File: src/rtl/uart_pkg.sv
// Shared constants and state encoding for the UART frame parser.
package uart_pkg;

  localparam logic [7:0] SOF_BYTE = 8'hA5;

  typedef enum logic [2:0] {
    ST_IDLE,
    ST_LEN,
    ST_PAYLOAD,
    ST_CHK,
    ST_DRAIN
  } parser_state_e;

  // Index width that stays legal when the buffer holds a single byte.
  function automatic int idx_width(input int depth);
    return (depth > 1) ? $clog2(depth) : 1;
  endfunction

endpackage

File: src/rtl/uart_frame_buf.sv
// Payload buffer: simple dual-port RAM, synchronous write, registered read (1-cycle latency).
module uart_frame_buf #(
  parameter int DEPTH = 16,
  parameter int AW    = 4
) (
  input  logic          clk_i,
  input  logic          wr_en_i,
  input  logic [AW-1:0] wr_addr_i,
  input  logic [7:0]    wr_data_i,
  input  logic [AW-1:0] rd_addr_i,
  output logic [7:0]    rd_data_o
);

  logic [7:0] mem_q [DEPTH];
  logic [7:0] rd_data_q;

  always_ff @(posedge clk_i) begin
    if (wr_en_i) begin
      mem_q[wr_addr_i] <= wr_data_i;
    end
    rd_data_q <= mem_q[rd_addr_i];
  end

  assign rd_data_o = rd_data_q;

endmodule

File: src/rtl/uart_rx_frame_parser.sv
// Frame parser (SOF, LEN, payload, CHK) behind the UART receiver; buffers good payloads and streams them out.
// Optional inter-byte timeout enabled by defining UART_FRAME_TIMEOUT_EN.
//
// state      | meaning
// -----------+-------------------------------------------------
// ST_IDLE    | hunting for SOF, other bytes ignored
// ST_LEN     | waiting for LEN byte, range checked
// ST_PAYLOAD | writing payload bytes into buffer, XOR running
// ST_CHK     | comparing CHK byte against running XOR
// ST_DRAIN   | streaming buffered payload with valid/ready
module uart_rx_frame_parser
  import uart_pkg::*;
#(
  parameter int MAX_LEN      = 16,
  parameter int TIMEOUT_CLKS = 2170
) (
  input  logic       i_Clock,
  input  logic       i_Rst_L,
  input  logic       i_RX_DV,
  input  logic [7:0] i_RX_Byte,
  output logic       o_Data_DV,
  output logic [7:0] o_Data_Byte,
  output logic       o_Data_Last,
  input  logic       i_Data_Ready,
  output logic       o_Err_Len,
  output logic       o_Err_Chk,
  output logic       o_Err_Timeout,
  output logic       o_Overrun
);

  localparam int IDX_W = idx_width(MAX_LEN);

  parser_state_e    state_q;
  logic [7:0]       len_q;
  logic [7:0]       chk_q;
  logic [IDX_W-1:0] wr_idx_q;
  logic [IDX_W-1:0] rd_idx_q;
  logic             data_dv_q;
  logic             data_last_q;
  logic             err_len_q;
  logic             err_chk_q;
  logic             overrun_q;

  logic             hs;
  logic             wr_en;
  logic             to_fire;
  logic [IDX_W-1:0] rd_addr;
  logic [7:0]       rd_data;

  assign hs    = data_dv_q & i_Data_Ready;
  assign wr_en = (state_q == ST_PAYLOAD) && i_RX_DV;

  // Prefetch: address 0 is read while waiting for CHK, and the next index is
  // read on each handshake, so the RAM output always matches the presented byte.
  always_comb begin
    rd_addr = '0;
    if (state_q == ST_DRAIN) begin
      if (hs && !data_last_q) begin
        rd_addr = rd_idx_q + 1'b1;
      end else begin
        rd_addr = rd_idx_q;
      end
    end
  end

  uart_frame_buf #(
    .DEPTH (MAX_LEN),
    .AW    (IDX_W)
  ) u_buf (
    .clk_i     (i_Clock),
    .wr_en_i   (wr_en),
    .wr_addr_i (wr_idx_q),
    .wr_data_i (i_RX_Byte),
    .rd_addr_i (rd_addr),
    .rd_data_o (rd_data)
  );

  always_ff @(posedge i_Clock) begin
    if (!i_Rst_L) begin
      state_q     <= ST_IDLE;
      len_q       <= '0;
      chk_q       <= '0;
      wr_idx_q    <= '0;
      rd_idx_q    <= '0;
      data_dv_q   <= 1'b0;
      data_last_q <= 1'b0;
      err_len_q   <= 1'b0;
      err_chk_q   <= 1'b0;
      overrun_q   <= 1'b0;
    end else begin
      err_len_q <= 1'b0;
      err_chk_q <= 1'b0;
      overrun_q <= 1'b0;
      if (to_fire) begin
        state_q  <= ST_IDLE;
        wr_idx_q <= '0;
      end else begin
        case (state_q)
          ST_IDLE: begin
            if (i_RX_DV && (i_RX_Byte == SOF_BYTE)) begin
              state_q <= ST_LEN;
            end
          end
          ST_LEN: begin
            if (i_RX_DV) begin
              len_q    <= i_RX_Byte;
              chk_q    <= i_RX_Byte;
              wr_idx_q <= '0;
              if ((i_RX_Byte == 8'd0) || (i_RX_Byte > 8'(MAX_LEN))) begin
                err_len_q <= 1'b1;
                state_q   <= ST_IDLE;
              end else begin
                state_q <= ST_PAYLOAD;
              end
            end
          end
          ST_PAYLOAD: begin
            if (i_RX_DV) begin
              chk_q    <= chk_q ^ i_RX_Byte;
              wr_idx_q <= wr_idx_q + 1'b1;
              if ((8'(wr_idx_q) + 8'd1) == len_q) begin
                state_q <= ST_CHK;
              end
            end
          end
          ST_CHK: begin
            if (i_RX_DV) begin
              if (i_RX_Byte == chk_q) begin
                state_q     <= ST_DRAIN;
                data_dv_q   <= 1'b1;
                data_last_q <= (len_q == 8'd1);
                rd_idx_q    <= '0;
              end else begin
                err_chk_q <= 1'b1;
                state_q   <= ST_IDLE;
              end
            end
          end
          ST_DRAIN: begin
            if (i_RX_DV) begin
              overrun_q <= 1'b1;
            end
            if (hs) begin
              if (data_last_q) begin
                data_dv_q   <= 1'b0;
                data_last_q <= 1'b0;
                rd_idx_q    <= '0;
                wr_idx_q    <= '0;
                state_q     <= ST_IDLE;
              end else begin
                rd_idx_q    <= rd_idx_q + 1'b1;
                data_last_q <= ((8'(rd_idx_q) + 8'd2) == len_q);
              end
            end
          end
          default: state_q <= ST_IDLE;
        endcase
      end
    end
  end

`ifdef UART_FRAME_TIMEOUT_EN
  localparam int TO_W = $clog2(TIMEOUT_CLKS + 1);

  logic [TO_W-1:0] to_cnt_q;
  logic            err_to_q;
  logic            in_frame;

  assign in_frame = (state_q == ST_LEN) || (state_q == ST_PAYLOAD) || (state_q == ST_CHK);
  // Fires on the idle cycle that brings the count to TIMEOUT_CLKS.
  assign to_fire  = in_frame && !i_RX_DV && (to_cnt_q == TO_W'(TIMEOUT_CLKS - 1));

  always_ff @(posedge i_Clock) begin
    if (!i_Rst_L) begin
      to_cnt_q <= '0;
      err_to_q <= 1'b0;
    end else begin
      err_to_q <= to_fire;
      if (!in_frame || i_RX_DV || to_fire) begin
        to_cnt_q <= '0;
      end else begin
        to_cnt_q <= to_cnt_q + 1'b1;
      end
    end
  end

  assign o_Err_Timeout = err_to_q;
`else
  logic unused_timeout_cfg;
  assign unused_timeout_cfg = TIMEOUT_CLKS[0];
  assign to_fire            = 1'b0;
  assign o_Err_Timeout      = 1'b0;
`endif

  assign o_Data_DV   = data_dv_q;
  assign o_Data_Byte = data_dv_q ? rd_data : 8'h00;
  assign o_Data_Last = data_last_q;
  assign o_Err_Len   = err_len_q;
  assign o_Err_Chk   = err_chk_q;
  assign o_Overrun   = overrun_q;

endmodule

File: config.mk
export PLATFORM = sky130hd
export DESIGN_NAME = uart_rx_frame_parser
export DESIGN_NICKNAME = d
export VERILOG_FILES = /design/src/rtl/uart_pkg.sv /design/src/rtl/uart_frame_buf.sv /design/src/rtl/uart_rx_frame_parser.sv
export SDC_FILE = /design/constraint.sdc
export NUM_CORES = 1
export LEC_CHECK = 0
export CAP_MARGIN = 40
export CORE_ASPECT_RATIO = 0.9
export CORE_MARGIN = 4
export CORE_UTILIZATION = 45
export CTS_BUF_LIST = sky130_fd_sc_hd__clkbuf_8
export CTS_CLUSTER_SIZE = 12
export DETAILED_ROUTE_END_ITERATION = 6
export DONT_BUFFER_PORTS = 1
export PLACE_DENSITY = 0.68
export SETUP_SLACK_MARGIN = 0.3
export SLEW_MARGIN = 10
export SYNTH_ARGS = -nofsm -noshare
export SYNTH_HDL_FRONTEND = slang
export SYNTH_SLANG_ARGS = --single-unit
File: constraint.sdc
create_clock -name i_Clock -period 7.5 [get_ports i_Clock]
set_input_delay 1.875 -clock i_Clock [delete_from_list [all_inputs] [get_ports i_Clock]]
set_output_delay 1.875 -clock i_Clock [all_outputs]
set_load 0.005 [all_outputs]
==> results.cfg, run 1 <==
[outcome]
status = completed

[worst_setup_path]
r2r-end = u_buf.mem_q[8][1]$_DFFE_PP_
cp.arrival_ns = 3.71
worstSetupPathType = primary input to flop
worstRegToRegCells = 4
critical_path_required_ns = 7.87
worstSetupStartpointType = primary input
end_kind = flop
reg2reg_from = state_q[1]$_SDFFE_PN0P_
r2r_setup_slack_ns = 4.48
crit_fanout = 28

[placement]
globalplace.congestion = 0.8707
dp_hpwl_um = 12370
placed_cell_area_sq_um = 7961
port-buffer-count = 0

[detailed_routing]
viasPerCell = 6.284
vias = 5398
dr_wl_met3_um = 1457
dr.first_iter.drc_count = 483
drtPass1Iterations = 5
routed_wl_um = 19130
drc = 0
wl_met1_um = 8242
final_antenna_net_count = 0
wl_per_cell_um = 22.27
top_layer_used = met4
dr_wl_met2_um = 9137

[synthesis]
syn_area_per_cell_sq_um = 12.18
yosys.cell_types.count = 66
ys_async_sr_fraction_pct = 0
syn-num-nets = 655
ys_seq_area_share_pct = 59.86
synth_area_leader_cell = edfxtp_1
ys_seq_elements = 168
synth_flop_cell = edfxtp_1
syn-cell-area_sq_um = 7759
yosysTopAreaCellShare_pct = 49.54
synth_edf_count = 128
ys.warnings.count = 0
synthCells = 637
synth.area.top_cells = edfxtp_1, dfxtp_1, mux2_2

[clocking]
clkSinkCount = 168
cts_root_buf = clkbuf_8
path_clk_slew_ns = 0.09
cts-hold-fix-buffers = 0
post_cts_buffers = 0
clk_latency_ns = 0.46
cts_resized = 0
cts_buffer_depth = 2
cts_tree = done
numCtsBuffers = 17
htreeDepth = 4

[worst_hold_path]
min_to = len_q[7]$_SDFFE_PN0P_
whs_path_depth = 2
min_from = len_q[7]$_SDFFE_PN0P_
hold_path_class = flop to flop

[sta]
clock-skew-final_ns = 0.01118
max_clock_freq_mhz = 298.9
setup_tns_ns = 0
hold_slack_ns = 0.4613
slew_violations = 0
finalSetupViolCount = 0
hold_violations = 0
fin_crit_sh_pct = 44.61
worst_pin_slew_ns = 0.8958
rsz0062_at_grt = false
relSlewSlack_pct = 40.06
min_period_ns = 3.345

[power_and_ir_drop]
sequentialPowerShare_pct = 57.9
p_int_mw = 1.372
power.total_mw = 1.770
switching_share_pct = 22.46
power_density_nw_per_um2 = 210.6
max-vdd-ir-drop_mv = 0.1077
clkPwrFrac_pct = 38.8
p_leak_nw = 2.684
pwr-share-comb_pct = 3.3
p_switching_mw = 0.3976

[job]
maxCapViolations = 0

[cells_and_area]
multi_input_area_sq_um = 2864
fin_area_sq_um = 8406
fin_util_pct = 49.76
diodes = 0
fill_cells = 1452
drive_above_1_share_pct = 14.51
nets = 653
seqCellArea_sq_um = 4644
syn2layout_area_growth_pct = 8.337

[floorplan]
rows = 45
start_util_pct = 45.93
num_io_pins = 26
die_h_um = 132.6
dieArea_sq_um = 19410
core_area_sq_um = 16890
die_w_um = 146.4

[global_routing]
grt_usage_pct = 20.01
grt_pass1_vias = 5321
grt_max_degree = 40
grt_pass1_wl_um = 30110
overflow = 0
antenna_found_initial = 0
[per-layer routing]
metal / vias up / track usage, %
li1: 2473 / -
met1: 2654 / 27.11
met2: 241 / 32.04
met3: 30 / 5.000
met4: 0 / 5.956
met5: - / 0
[how the worst max path moves through the flow]
stage | cells past startpoint | to | startpoint | slack, ns
after global routing | 5 | state_q[0]$_SDFFE_PN0P_ | i_Rst_L | 4.00
after detailed placement | 5 | u_buf.rd_data_o[6]$_DFF_P_ | i_Data_Ready | 3.65
after CTS | 5 | u_buf.rd_data_o[6]$_DFF_P_ | i_Data_Ready | 4.15
final | 5 | state_q[0]$_SDFFE_PN0P_ | i_Rst_L | 4.15
after global placement | 6 | u_buf.rd_data_o[1]$_DFF_P_ | i_Data_Ready | 3.70
after floorplan | 4 | u_buf.mem_q[0][0]$_DFFE_PP_ | i_RX_DV | 4.14
[layout make-up]
cell class | count | share of cell area [%]
Tap cell | 211 | 3.141
Clock buffer | 17 | 2.784
Clock inverter | 15 | 2.263
Sequential cell | 168 | 55.25
Multi-Input combinational cell | 412 | 34.07
Inverter | 16 | 0.7145
Timing Repair Buffer | 20 | 1.771
[Yosys cell counts, types with 10 or more instances]
| cell type | count |
|---|---|
| edfxtp_1 | 128 |
| nand2_1 | 57 |
| dfxtp_1 | 40 |
| mux2_2 | 33 |
| a32oi_1 | 32 |
| nor2_1 | 32 |
| a21oi_1 | 31 |
| clkbuf_1 | 23 |
| nor3_1 | 20 |
| o21ai_0 | 20 |
| xor2_1 | 18 |
| nand3_1 | 16 |
| nand4_1 | 16 |
| o221ai_1 | 16 |
| inv_1 | 13 |
| mux2i_1 | 10 |
[registers in the layout, summed over array words and instances, names as in the netlist]
register	cells
u_buf.mem_q	128
chk_q	8
len_q	8
u_buf.rd_data_o	8
rd_idx_q	4
wr_idx_q	4
state_q	3
o_Data_DV	1
o_Data_Last	1
o_Err_Chk	1
o_Err_Len	1
o_Overrun	1
[cells by family (layout without fill, tap and decap cells)]
family / count (synthesis) / count (layout) / share of synthesized area (%)
buffers and inverters: 57 / 68 / 3.419
XOR/XNOR: 21 / 21 / 2.467
multiplexers: 44 / 44 / 6.225
AND/OR/NAND/NOR: 190 / 190 / 12.76
AO/OA/AOI/OAI: 150 / 150 / 14.26
other: 1 / 1 / 0.04833
flip-flops: 168 / 168 / 59.86
adder cells (fa/ha/maj): 6 / 6 / 0.9676
[placed cells by master, fill, tap and decap left out, types with 6 or more instances in the layout]
master    instances
edfxtp_1        128
nand2_1          57
dfxtp_1          40
mux2_2           33
nor2_1           32
a32oi_1          32
a21oi_1          31
nor3_1           20
o21ai_0          20
xor2_1           18
clkbuf_8         17
nand3_1          16
o221ai_1         16
nand4_1          16
inv_1            14
buf_4            12
mux2i_1          10
and2_1            9
o22ai_1           9
a22o_1            7
a221o_1           7
a211oi_1          7
ha_1              6
[power groups by stage]
stage	Clock, mW	Combinational (mW)	Sequential (mW)
2_1_floorplan	0	0.0517	1.04
3_3_place_gp	0	0.0543	1.04
3_5_place_dp	0	0.0578	1.04
4_1_cts	0.702	0.0582	1.02
5_1_grt	0.744	0.0659	1.03
6_report	0.687	0.0586	1.02
[worst max-delay path, cell delays in order]
cell       delay (ns)
clkinv_1         0.57
or4_1            0.71
nor2_1           0.13
nor4b_1          0.27
o2bb2ai_1        0.15
[per-stage QoR]
step / std cells / setup slack (ns)
2_1_floorplan: 637 / 4.145
3_3_place_gp: 812 / 3.698
5_1_grt: 859 / 4.003
3_5_place_dp: 824 / 3.646
6_report: 859 / 4.155
4_1_cts: 856 / 4.148
No activity file was read; power rests on OpenSTA's default activity.
==> run 2: changes to the inputs <==
- clock period: 7.5 -> 3.15 ns (I/O delays scaled with it)
==> run 2 against run 1 <==
Via count is 0.82% higher. Die area stayed put. Critical path depth is 1 lower. Clock-buffer cell count stayed put. Critical path type is now flop to flop. Largest power group unchanged.
==> results.cfg, run 2 (same netlist as run 1, synthesis figures left out) <==
[clocking]
post_cts_buffers = 0
cts_tree = done
htreeDepth = 4
cts-hold-fix-buffers = 0
cts_buffer_depth = 2
cts_root_buf = clkbuf_8
clk_latency_ns = 0.46
cts_resized = 0
numCtsBuffers = 17
clkSinkCount = 168
path_clk_slew_ns = 0.09

[floorplan]
die_w_um = 146.4
start_util_pct = 45.93
die_h_um = 132.6
dieArea_sq_um = 19410
num_io_pins = 26
core_area_sq_um = 16890
rows = 45

[sta]
slew_violations = 0
rsz0062_at_grt = false
setup_tns_ns = 0
worst_pin_slew_ns = 0.9711
clock-skew-final_ns = 0.01208
relSlewSlack_pct = 34.76
fin_crit_sh_pct = 84.26
hold_violations = 0
min_period_ns = 2.654
max_clock_freq_mhz = 376.8
hold_slack_ns = 0.4154
finalSetupViolCount = 0

[worst_setup_path]
cp.arrival_ns = 2.77
worstSetupStartpointType = flop
critPathSlowestCell = or3b_2
worstSetupPathType = flop to flop
r2r_setup_slack_ns = 0.50
cp_cell_sequence = or3b_2 > nor2_1 > nand2_1 > nor2_2
max_stage_delay_ns = 0.68
critical_path_required_ns = 3.26
crit_fanout = 18
end_kind = flop

[cells_and_area]
final_cell_mix = edfxtp_1, nand2_1, dfxtp_1
nets = 664
fin_area_sq_um = 8458
multi_input_area_sq_um = 2869
fill_cells = 1483
final_common_cell = edfxtp_1
largest_register = u_buf.mem_q
largest_register_ffs = 128
seqCellArea_sq_um = 4644
drive_above_1_share_pct = 15.78
diodes = 0
syn2layout_area_growth_pct = 9.015

[worst_hold_path]
hold_path_class = primary input to flop

[placement]
port-buffer-count = 0
dp_hpwl_um = 12390
globalplace.congestion = 0.8498
placed_cell_area_sq_um = 8065

[detailed_routing]
viasPerCell = 6.255
drtPass1Iterations = 6
final_antenna_net_count = 0
drc = 0
vias = 5442
wl_per_cell_um = 22.10
dr.first_iter.drc_count = 527
routed_wl_um = 19220

[power_and_ir_drop]
power_density_nw_per_um2 = 483.4
p_switching_mw = 0.9187
max-vdd-ir-drop_mv = 0.3789
switching_share_pct = 22.47
pwr-share-comb_pct = 3.4
p_leak_nw = 2.717
p_int_mw = 3.170
clkPwrFrac_pct = 37.0
sequentialPowerShare_pct = 59.7

[global_routing]
grt_pass1_vias = 5209
antenna_found_initial = 0
grt_pass1_wl_um = 29740
grt_max_degree = 33
grt_usage_pct = 19.73
overflow = 0

[outcome]
status = completed

[job]
maxCapViolations = 0
run 2: changes by cell type in the layout (fill, tap and decap cells not counted), moves of 2 or more:
cell / delta
nor2_2: +2
inv_8: -2
buf_4: +19
clkinvlp_4: +2
nor2_1: -2
buf_2: -5
clkinv_2: -2
inv_1: +2
run 2: final timing paths:
kind	from	end	depth (start not counted)
worst max-delay path	state_q[1]$_SDFFE_PN0P_	u_buf.mem_q[9][0]$_DFFE_PP_	4
worst min-delay path	i_RX_Byte[3]	u_buf.mem_q[12][3]$_DFFE_PP_	0
worst max register to register	state_q[1]$_SDFFE_PN0P_	u_buf.mem_q[9][0]$_DFFE_PP_	4
worst min register to register	len_q[7]$_SDFFE_PN0P_	len_q[7]$_SDFFE_PN0P_	2
run 2: final cells by class:
| type | count | share of cell area [%] |
|---|---|---|
| Inverter | 16 | 0.7101 |
| Clock inverter | 15 | 1.820 |
| Multi-Input combinational cell | 412 | 33.92 |
| Sequential cell | 168 | 54.91 |
| Timing Repair Buffer | 31 | 2.751 |
| Clock buffer | 17 | 2.766 |
| Tap cell | 211 | 3.121 |
run 2: per-stage QoR:
| step | instances | setup slack, ns | power (mW) | util [%] |
|---|---|---|---|---|
| 2_1_floorplan | 637 | 0.6410 | 2.597 | - |
| 3_3_place_gp | 838 | 0.4419 | 2.618 | 47.75 |
| 3_5_place_dp | 838 | 0.3626 | 2.625 | 47.75 |
| 4_1_cts | 870 | 0.3499 | 4.113 | 50.04 |
| 5_1_grt | 870 | 0.3021 | 4.239 | 50.07 |
| 6_report | 870 | 0.4959 | 4.089 | 50.07 |
run 2: critical path: cells and delay by family, from the launching register on:
family           cells  cell delay (ns)
AND/OR/NAND/NOR      4             1.69
flip-flops           1             0.62
run 2: power by group through the flow:
stage	clock [mW]	sequential, mW	combinational, mW
floorplan	0	2.47	0.123
global placement	0	2.49	0.131
detailed placement	0	2.49	0.136
CTS	1.54	2.44	0.138
global route	1.64	2.44	0.157
finish	1.51	2.44	0.139
run 2: per-layer routing:
metal | global-route usage, % | vias to the layer above | wire length (um)
met2 | 31.01 | 236 | 9029
met3 | 4.623 | 34 | 1271
met4 | 5.695 | 0 | 391
met5 | 0 | - | 0
li1 | - | 2503 | -
met1 | 27.53 | 2669 | 8530
